`config.mk`:
```
export PLATFORM = sky130hd
export DESIGN_NAME = i2c_seq_matcher
export DESIGN_NICKNAME = d
export VERILOG_FILES = /design/src/rtl/i2c_seq_matcher.sv
export SDC_FILE = /design/constraint.sdc
export NUM_CORES = 1
export LEC_CHECK = 0
export CORE_ASPECT_RATIO = 0.6
export CORE_UTILIZATION = 23
export CTS_CLUSTER_DIAMETER = 40
export DETAILED_ROUTE_END_ITERATION = 6
export PLACE_DENSITY = 0.42
export SYNTH_ARGS = -nofsm -noshare
export SYNTH_HDL_FRONTEND = slang
export SYNTH_SLANG_ARGS = --single-unit
```
`constraint.sdc`:
```
create_clock -name clk -period 2.85 [get_ports clk]
set_clock_uncertainty 0.1 [all_clocks]
set_input_delay 0.4275 -clock clk [delete_from_list [all_inputs] [get_ports clk]]
set_output_delay 0.4275 -clock clk [all_outputs]
set_load 0.02 [all_outputs]
```
`src/rtl/i2c_seq_matcher.sv`:
```
// Passive I2C monitor: pulses match when a framed transaction equals PATTERN.
// Optional ACK enforcement via I2C_SEQ_ACK_CHECK_EN.
module i2c_seq_matcher #(
   parameter int                     NUM_BYTES = 4,
   parameter logic [8*NUM_BYTES-1:0] PATTERN   = 32'hA0123456
) (
   input  logic                               clk,
   input  logic                               reset,
   input  logic                               sda,
   input  logic                               scl,
   output logic                               match,
   output logic                               error,
   output logic                               busy,
   output logic [$clog2(NUM_BYTES+1)-1:0]     byte_cnt,
   output logic [2:0]                         state
);
   localparam int CW = $clog2(NUM_BYTES+1);
   localparam logic [CW-1:0] LAST = CW'(NUM_BYTES-1);
   localparam logic [CW-1:0] FULL = CW'(NUM_BYTES);

   typedef enum logic [2:0] {
      IDLE = 3'd0, BITS = 3'd1, ACK = 3'd2, WAIT_STOP = 3'd3, HUNT = 3'd4
   } state_t;

   state_t      cur, nxt;
   logic        sda_m, sda_s, sda_p, scl_m, scl_s, scl_p;
   logic        start, stop, rise;
   logic [7:0]  shreg, pat_byte;
   logic [3:0]  bit_cnt;
   logic        byte_ok, ack_ok, bit8, match_nxt, error_nxt;

   always_ff @(posedge clk or posedge reset) begin
      if (reset) begin
         {sda_m, sda_s, sda_p} <= 3'b111;
         {scl_m, scl_s, scl_p} <= 3'b111;
      end else begin
         sda_m <= sda;  sda_s <= sda_m;  sda_p <= sda_s;
         scl_m <= scl;  scl_s <= scl_m;  scl_p <= scl_s;
      end
   end

   assign start = scl_s & scl_p & sda_p & ~sda_s;
   assign stop  = scl_s & scl_p & ~sda_p & sda_s;
   assign rise  = scl_s & ~scl_p;

   always_comb begin
      pat_byte = '0;
      for (int i = 0; i < NUM_BYTES; i++)
         if (byte_cnt == CW'(i)) pat_byte = PATTERN[8*(NUM_BYTES-1-i) +: 8];
   end

   // shreg is cleared at every byte start, so bit 7 is still 0 on the 8th bit
   assign byte_ok = ~shreg[7] && ({shreg[6:0], sda_s} == pat_byte);
   assign bit8    = rise && (bit_cnt == 4'd7);
`ifdef I2C_SEQ_ACK_CHECK_EN
   assign ack_ok  = ~sda_s;
`else
   assign ack_ok  = 1'b1;
`endif

   always_ff @(posedge clk or posedge reset) begin
      if (reset) begin
         cur   <= IDLE;
         match <= 1'b0;
         error <= 1'b0;
      end else begin
         cur   <= nxt;
         match <= match_nxt;
         error <= error_nxt;
      end
   end

   always_comb begin
      nxt = cur;
      if (start) nxt = BITS;
      else begin
         case (cur)
            IDLE:      nxt = IDLE;
            BITS:      if (stop) nxt = IDLE;
                       else if (bit8) nxt = byte_ok ? ACK : HUNT;
            ACK:       if (stop) nxt = IDLE;
                       else if (rise) nxt = !ack_ok ? HUNT :
                                            (byte_cnt == LAST) ? WAIT_STOP : BITS;
            WAIT_STOP: if (stop) nxt = IDLE;
                       else if (rise) nxt = HUNT;
            HUNT:      if (stop) nxt = IDLE;
            default:   nxt = IDLE;
         endcase
      end
   end

   always_comb begin
      match_nxt = 1'b0;
      error_nxt = 1'b0;
      if (!start) begin
         case (cur)
            BITS:      error_nxt = stop || (bit8 && !byte_ok);
            ACK:       error_nxt = stop || (rise && !ack_ok);
            WAIT_STOP: begin
               match_nxt = stop;
               error_nxt = rise;
            end
            default:   ;
         endcase
      end
   end

   assign busy  = (cur != IDLE);
   assign state = cur;

   always_ff @(posedge clk or posedge reset) begin
      if (reset) begin
         shreg    <= '0;
         bit_cnt  <= '0;
         byte_cnt <= '0;
      end else if (start) begin
         shreg    <= '0;
         bit_cnt  <= '0;
         byte_cnt <= '0;
      end else if (nxt == IDLE && cur != IDLE) begin
         bit_cnt  <= '0;
         byte_cnt <= '0;
      end else if (cur == BITS && rise) begin
         shreg    <= {shreg[6:0], sda_s};
         bit_cnt  <= bit_cnt + 4'd1;
      end else if (cur == ACK && rise && ack_ok) begin
         shreg    <= '0;
         bit_cnt  <= '0;
         if (byte_cnt != FULL) byte_cnt <= byte_cnt + CW'(1);
      end
   end
endmodule

```
==> reports/qor.txt <==
======================================================================================================
Starting Density                                                                                 24.4%
Share of final-layout standard cells stronger than drive strength 1                              14.7%
Sink count of the clock tree                                                                        26
Avg Synthesized Cell Area                                                                     10.1 um2
Part of the Yosys area used for sequential elements                                              42.9%
Synthesis warning total                                                                              0
Via count                                                                                         1178
Startpoint kind of the worst setup timing path                                                register
Number of instances resized during post-cts repair                                                   0
Sequential share of power                                                                        50.8%
Largest fanout on the critical path                                                                 11
Worst path bufs/invs                                                                                 0
Reg2Reg Depth                                                                                        8
Clk Latency, worst-skew pair                                                                    280 ps
Most common cell type on the critical path                                                        ha_1
Setup slack, reg-to-reg                                                                         360 ps
Hold slack                                                                                      259 ps
Source of the worst register-to-register timing path                                       byte_cnt[1]
RSZ-0062 raised after global routing                                                             false
Path category of the worst min-delay check                                                register to register
Relative slew slack                                                                              67.5%
Power density of the placed cells                                                           489 nW/um2
Gpl congestion                                                                                   0.770
Cell count along the critical path                                                                   8
Layout area overhead                                                                             17.5%
Origin of the worst setup path                                                             byte_cnt[1]
Via count of the first global-routing pass                                                        1112
# DRC                                                                                                0
Share of the synthesized area in the top cell type                                               32.6%
Post-CTS setup buffers                                                                               0
Row count                                                                                           22
Psw                                                                                             229 uW
Area used by multi-input combinational logic                                                   792 um2
Initial antenna violation count                                                                      0
Number of buffers on the longest clock path                                                          2
First-pass GRT wire length                                                                     5870 um
Maximum number of pins on one net before global-route repair                                        27
Vias/cell                                                                                         4.77
Die width                                                                                       107 um
Time the worst path needs with I/O delays and setup                                            2490 ps
Critical Path End                                                                           bit_cnt[2]
Count of final max-slew check failures                                                               0
CP Capture Type                                                                               register
Total congestion overflow                                                                            0
CTS Root Cell                                                                                 clkbuf_8
Routed WL                                                                                      3440 um
I/O Pins                                                                                            13
IR drop worst, VDD                                                                            0.404 mV
Transition time of the tightest slew-check pin                                                  475 ps
Clock transition at the register clock pins on the worst setup and hold paths after CTS         100 ps
Library cell contributing the largest single delay on the critical path                        dfrtp_1
Number of enable flip-flop cells after synthesis                                                     0
Post-route setup TNS                                                                              0 ps
Arr. time, crit path                                                                           2580 ps
CP Data Required Time                                                                          2950 ps
Count of buffers inserted at the top-level ports                                                    12
Total setup violations reported at the end of the flow                                               0
Outcome                                                                                      completed
Worst setup path category                                                                 register to register
Net count after synthesis                                                                          162
Top delay family on crit path                                                             compound AO/OA/AOI/OAI gates
Max-cap check violation count                                                                        0
Mapped Cells                                                                                       152
Part of the power in the clock network                                                           35.1%
Core Box Area                                                                                 6280 um2
Area of the mapped netlist                                                                    1530 um2
Hold bufs inserted after CTS                                                                         0
Delay of the slowest cell on the worst path                                                     490 ps
Share of total power in combinational logic                                                      14.1%
CTS tree                                                                                           yes
Die Area                                                                                      7010 um2
Global-route usage over all layers                                                               10.8%
Total Nets Final                                                                                   174
Maximum level of the CTS H-tree                                                                      1
Number of hold violations in the final report                                                        0
Critical R2R Capture                                                                        bit_cnt[2]
Worst Hold Path Cells                                                                                0
Post-route fraction of the period consumed by the critical path                                  87.2%
FFs w/ async S/R, synth                                                                           100%
Critical path, cell by cell                                                               ha_1 > ha_1 > nor3b_2 > a31oi_1 > o32ai_1 > nand4_2 > a21oi_2 > nor2b_1
Flip-flop and latch count after synthesis                                                           26
Number of antenna-violating nets in the routed design                                                0
FF/Latch Area                                                                                  658 um2
Number of buffers created by CTS                                                                     3
Switching power share of the total                                                               26.0%
DP Wirelength                                                                                  2560 um
Height of the die                                                                              65.3 um
First drt pass iteration count                                                                       4
Antenna cell count                                                                                   0
Maximum operating frequency                                                                    402 MHz
Top FF cell, synth                                                                             dfrtp_1
Internal power component                                                                        653 uW
Top post-synthesis cells by area                                                          dfrtp_1, dfstp_2, ha_1
Largest area contributor in the netlist                                                        dfrtp_1
Routed length per instance                                                                     13.9 um
Number of filler cells placed in the layout                                                        658
Leakage power                                                                                 0.735 nW
First DRT Iteration DRCs                                                                            74
Synth cell types                                                                                    53
======================================================================================================
-- routing by layer --
metal  wire (um)  global-route usage (%)  vias to the layer above  share of wire, %
met5           0                       0                        -                 0
met4           0                    1.88                        0                 0
met3         174                    2.68                        0               5.1
met2        1360                    15.0                       25                40
met1        1900                    16.7                      583                55
li1            -                       -                      570                 -
-- cell usage after synthesis, drive strengths merged, types with 6 or more instances --
library cell / number
a22o: 7
buf: 6
dfrtp: 20
dfstp: 6
ha: 6
inv: 11
nand2: 8
nand2b: 6
nor2: 9
nor2b: 8
o21ai: 8
-- layout by cell type, fill, tap and decap left out, drive strengths merged, types with 2 or more instances in the layout --
cell type / instances
inv: 11
or3: 4
o21ai: 8
and2: 2
nor2b: 8
xnor2: 3
nand4: 2
o32ai: 3
nand2: 8
mux2i: 2
clkbuf: 3
nor2: 9
o21a: 2
clkdlybuf4s50: 12
nand3: 4
ha: 6
a22oi: 4
a22o: 7
dfrtp: 20
a221oi: 2
nand2b: 6
nor3: 4
nor4: 2
dfstp: 6
nor3b: 2
a21oi: 4
buf: 2
-- per-stage QoR --
| stage | utilization, % | instance area [um2] | setup slack [ps] | power, mW | std cells |
|---|---|---|---|---|---|
| after floorplan | - | 1530 | 584 | 0.534 | 152 |
| after global placement | 27.6 | 1730 | 492 | 0.577 | 243 |
| after detailed placement | 27.6 | 1730 | 408 | 0.578 | 243 |
| after CTS | 28.7 | 1800 | 358 | 0.891 | 247 |
| after global routing | 28.7 | 1800 | 118 | 0.937 | 247 |
| final | 28.7 | 1800 | 364 | 0.882 | 247 |
-- power by group through the flow --
stage | registers, mW | clock network [mW] | logic [mW]
6_report | 0.448 | 0.309 | 0.124
3_3_place_gp | 0.453 | 0 | 0.124
2_1_floorplan | 0.438 | 0 | 0.0965
4_1_cts | 0.447 | 0.319 | 0.125
3_5_place_dp | 0.454 | 0 | 0.124
5_1_grt | 0.454 | 0.342 | 0.141
-- kinds of logic (layout without fill, tap and decap cells) --
family,Yosys count,count (layout),share of synthesized area [%]
xor+xnor,4,4,2.28
buf+inv,18,29,5.46
mux,3,3,2.04
simple gates,56,56,22.1
compound gates,39,39,20.3
fa+ha+maj,6,6,4.89
flops,26,26,42.9
-- how the worst min path moves through the flow --
stage          start     to  slack, ps
6_report       scl_m  scl_s        260
3_3_place_gp   sda_m  sda_s        250
4_1_cts        scl_m  scl_s        260
5_1_grt        scl_m  scl_s        270
2_1_floorplan  scl_m  scl_s        250
3_5_place_dp   scl_m  scl_s        250
-- final cells by class --
| class | count | area share [%] |
|---|---|---|
| sequential | 26 | 36.5 |
| inverter | 11 | 2.29 |
| clock inverter | 1 | 1.67 |
| tap | 84 | 5.83 |
| timing repair buffer | 14 | 7.49 |
| multi-input combinational | 108 | 43.9 |
| clock buffer | 3 | 2.29 |
-- registers in the layout (all words and copies together), names as in the netlist --
name and cells:
error 1, match 1, state 3, shreg 8
sda_s 1, sda_p 1, scl_s 1, bit_cnt 4
scl_m 1, byte_cnt 3, scl_p 1, sda_m 1
No activity file was read; power rests on OpenSTA's default activity.
==> variant, RTL diff (same settings) <==
The parameter `NUM_BYTES` goes from 4 to 16.
--- a/src/rtl/i2c_seq_matcher.sv
+++ b/src/rtl/i2c_seq_matcher.sv
@@ -1,7 +1,7 @@
 // Passive I2C monitor: pulses match when a framed transaction equals PATTERN.
 // Optional ACK enforcement via I2C_SEQ_ACK_CHECK_EN.
 module i2c_seq_matcher #(
-   parameter int                     NUM_BYTES = 4,
+   parameter int                     NUM_BYTES = 16,
    parameter logic [8*NUM_BYTES-1:0] PATTERN   = 32'hA0123456
 ) (
    input  logic                               clk,
Ports: changed (resized byte_cnt); port bits go from 13 to 15. No check against the original RTL was run, so the function may have changed too.
==> variant against the original RTL <==
Area after synthesis grew 3.3%. Via count grew 6.6%. Non-clock buffer count grew 6. Sequential power grew 10%. Utilization grew 0.60 points. Total power grew 26%. Cell area grew 8.6%. Sequential cell count grew 2. Worst setup slack lost 16 ps. Routed wire length grew 12%. Critical path type unchanged. Largest cell class unchanged. Highest routed layer is now met4.
==> variant: results (changes against the original RTL) <==
stage	metric	value	unit	change
finish	instances_no_fill	270		was 247
worst_setup_path	regToRegEndpoint	error		was bit_cnt[2]
clock_tree	clockRootBuffer	sky130_fd_sc_hd__clkbuf_16		was sky130_fd_sc_hd__clkbuf_8
routing	drt_first_iter_violations	69		was 74
hold_path	holdPathEnd	sda_s		was scl_s
global_routing	vias_in_the_first_global_route	1217		was 1,112
worst_setup_path	reg2reg_depth	7		was 8
power_and_ir_drop	switching_power	305	uW	was 229 uW
yosys	average_instance_area_after_synthesis	9.61	sq um	was 10.1 sq um
finish	final_nets	194		was 174
sta	worstMarginPinSlew	547	ps	was 475 ps
power_and_ir_drop	ir_drop	0.255	mV	was 0.404 mV
yosys	postSynth.topFlopCell	sky130_fd_sc_hd__dfrtp_1		unchanged
placed_design	postPlaceCellArea	1850	sq um	was 1730 sq um
worst_setup_path	worstReg2RegStart	byte_cnt[0]		was byte_cnt[1]
yosys	post_synth_main_area_contributors	sky130_fd_sc_hd__dfrtp_1 35%, sky130_fd_sc_hd__dfstp_2 9.9%, sky130_fd_sc_hd__ha_1 4.7%		was sky130_fd_sc_hd__dfrtp_1 33%, sky130_fd_sc_hd__dfstp_2 10%, sky130_fd_sc_hd__ha_1 4.9%
clock_tree	clkTransAtPathRegs	70	ps	was 100 ps
clock_tree	cts_htree_levels	1		unchanged
outcome	status	completed		unchanged
hold_path	worstHoldStart	sda_m		was scl_m
finish	layout.filler_cells	706		was 658
global_routing	grt_first_pass_wirelength	6.70	mm	was 5.87 mm
yosys	seq_area_frac_synth	44.7	%	was 42.9%
worst_setup_path	timing.critical_path.arrival	2530	ps	was 2580 ps
routing	finalWirelength	3.84	mm	was 3.44 mm
placed_design	gp_congestion	0.774		was 0.770
global_routing	grt_usage	12.1	%	was 10.8%
worst_setup_path	timing.reg2reg.setup_slack	350	ps	was 360 ps
finish	num_antenna_cells	0		unchanged
placed_design	numPortBuffers	14		was 12
finish	reg.largest.list	shreg (8), byte_cnt (5), bit_cnt (4)		was shreg (8), bit_cnt (4)
routing	detail_route.vias_per_cell	4.65		was 4.77
global_routing	grt_max_degree	17		was 27
sta	finalHoldWorstSlack	263	ps	was 259 ps
yosys	yosysUniqueCellTypes	45		was 53
power_and_ir_drop	cellLeakagePower	0.782	nW	was 0.735 nW
placed_design	dpl.hpwl	2.93	mm	was 2.56 mm
yosys	synthesis.nets	175		was 162
yosys	synth.cells.most_frequent	22 x sky130_fd_sc_hd__dfrtp_1, 18 x sky130_fd_sc_hd__nor2_1, 14 x sky130_fd_sc_hd__nand2_1		was 20 x sky130_fd_sc_hd__dfrtp_1, 10 x sky130_fd_sc_hd__inv_1, 9 x sky130_fd_sc_hd__nor2_1
worst_setup_path	path_max_fanout	10		was 11
clock_tree	clkLatencyLatePin	260	ps	was 280 ps
finish	drive_above_1_share	9.84	%	was 14.7%
variant: cell count changes in the layout (fill, tap and decap cells not counted), sizes merged, moves of 4 or more:
cell / delta
buf: +4
nor2: +9
nor3: +4
nor2b: -6
nand2: +6
variant: worst max path at each step:
stage / startpoint / to
floorplan: byte_cnt[0] / error
global placement: byte_cnt[0] / error
detailed placement: byte_cnt[0] / error
CTS: byte_cnt[0] / error
global route: byte_cnt[0] / error
finish: byte_cnt[0] / error
variant: power groups by stage:
stage / registers [mW] / logic (mW) / clock network (mW)
2_1_floorplan: 0.480 / 0.149 / 0
3_3_place_gp: 0.503 / 0.199 / 0
5_1_grt: 0.501 / 0.223 / 0.449
4_1_cts: 0.492 / 0.200 / 0.432
3_5_place_dp: 0.499 / 0.198 / 0
6_report: 0.493 / 0.199 / 0.422
variant: cell families after synthesis:
family                   share of synthesized area, %
adder cells (fa/ha/maj)                          4.74
multiplexers                                     1.26
flip-flops                                       44.7
XOR/XNOR                                         3.31
AO/OA/AOI/OAI                                    21.9
buffers and inverters                            3.55
AND/OR/NAND/NOR                                  20.6
variant: worst max-delay path, cell delays in order (launching register included):
cell and delay, ps:
sky130_fd_sc_hd__dfrtp_1 450, sky130_fd_sc_hd__ha_1 240, sky130_fd_sc_hd__and3_1 150, sky130_fd_sc_hd__ha_1 310, sky130_fd_sc_hd__or3_1 390, sky130_fd_sc_hd__a21o_1 190, sky130_fd_sc_hd__a2111oi_4 410, sky130_fd_sc_hd__a311oi_1 140
variant: final cells by class:
cell class                      instances  area share [%]
Sequential cell                        28            36.2
Inverter                                8            1.53
Timing Repair Buffer                   20            9.46
Multi-Input combinational cell        123            41.9
Tap cell                               87            5.56
Clock inverter                          1            1.53
Clock buffer                            3            3.83
variant: routing by layer:
| metal | up-vias | global-route usage (%) | wire length [um] |
|---|---|---|---|
| met1 | 583 | 20.2 | 2240 |
| li1 | 637 | - | - |
| met5 | - | 0 | 0 |
| met2 | 34 | 14.5 | 1310 |
| met3 | 2 | 3.35 | 277 |
| met4 | 0 | 1.67 | 15 |
variant: metrics by stage:
stage / utilization, % / setup slack [ps]
2_1_floorplan: - / 362
3_3_place_gp: 27.8 / 411
3_5_place_dp: 27.8 / 366
4_1_cts: 29.3 / 344
5_1_grt: 29.3 / 170
6_report: 29.3 / 348
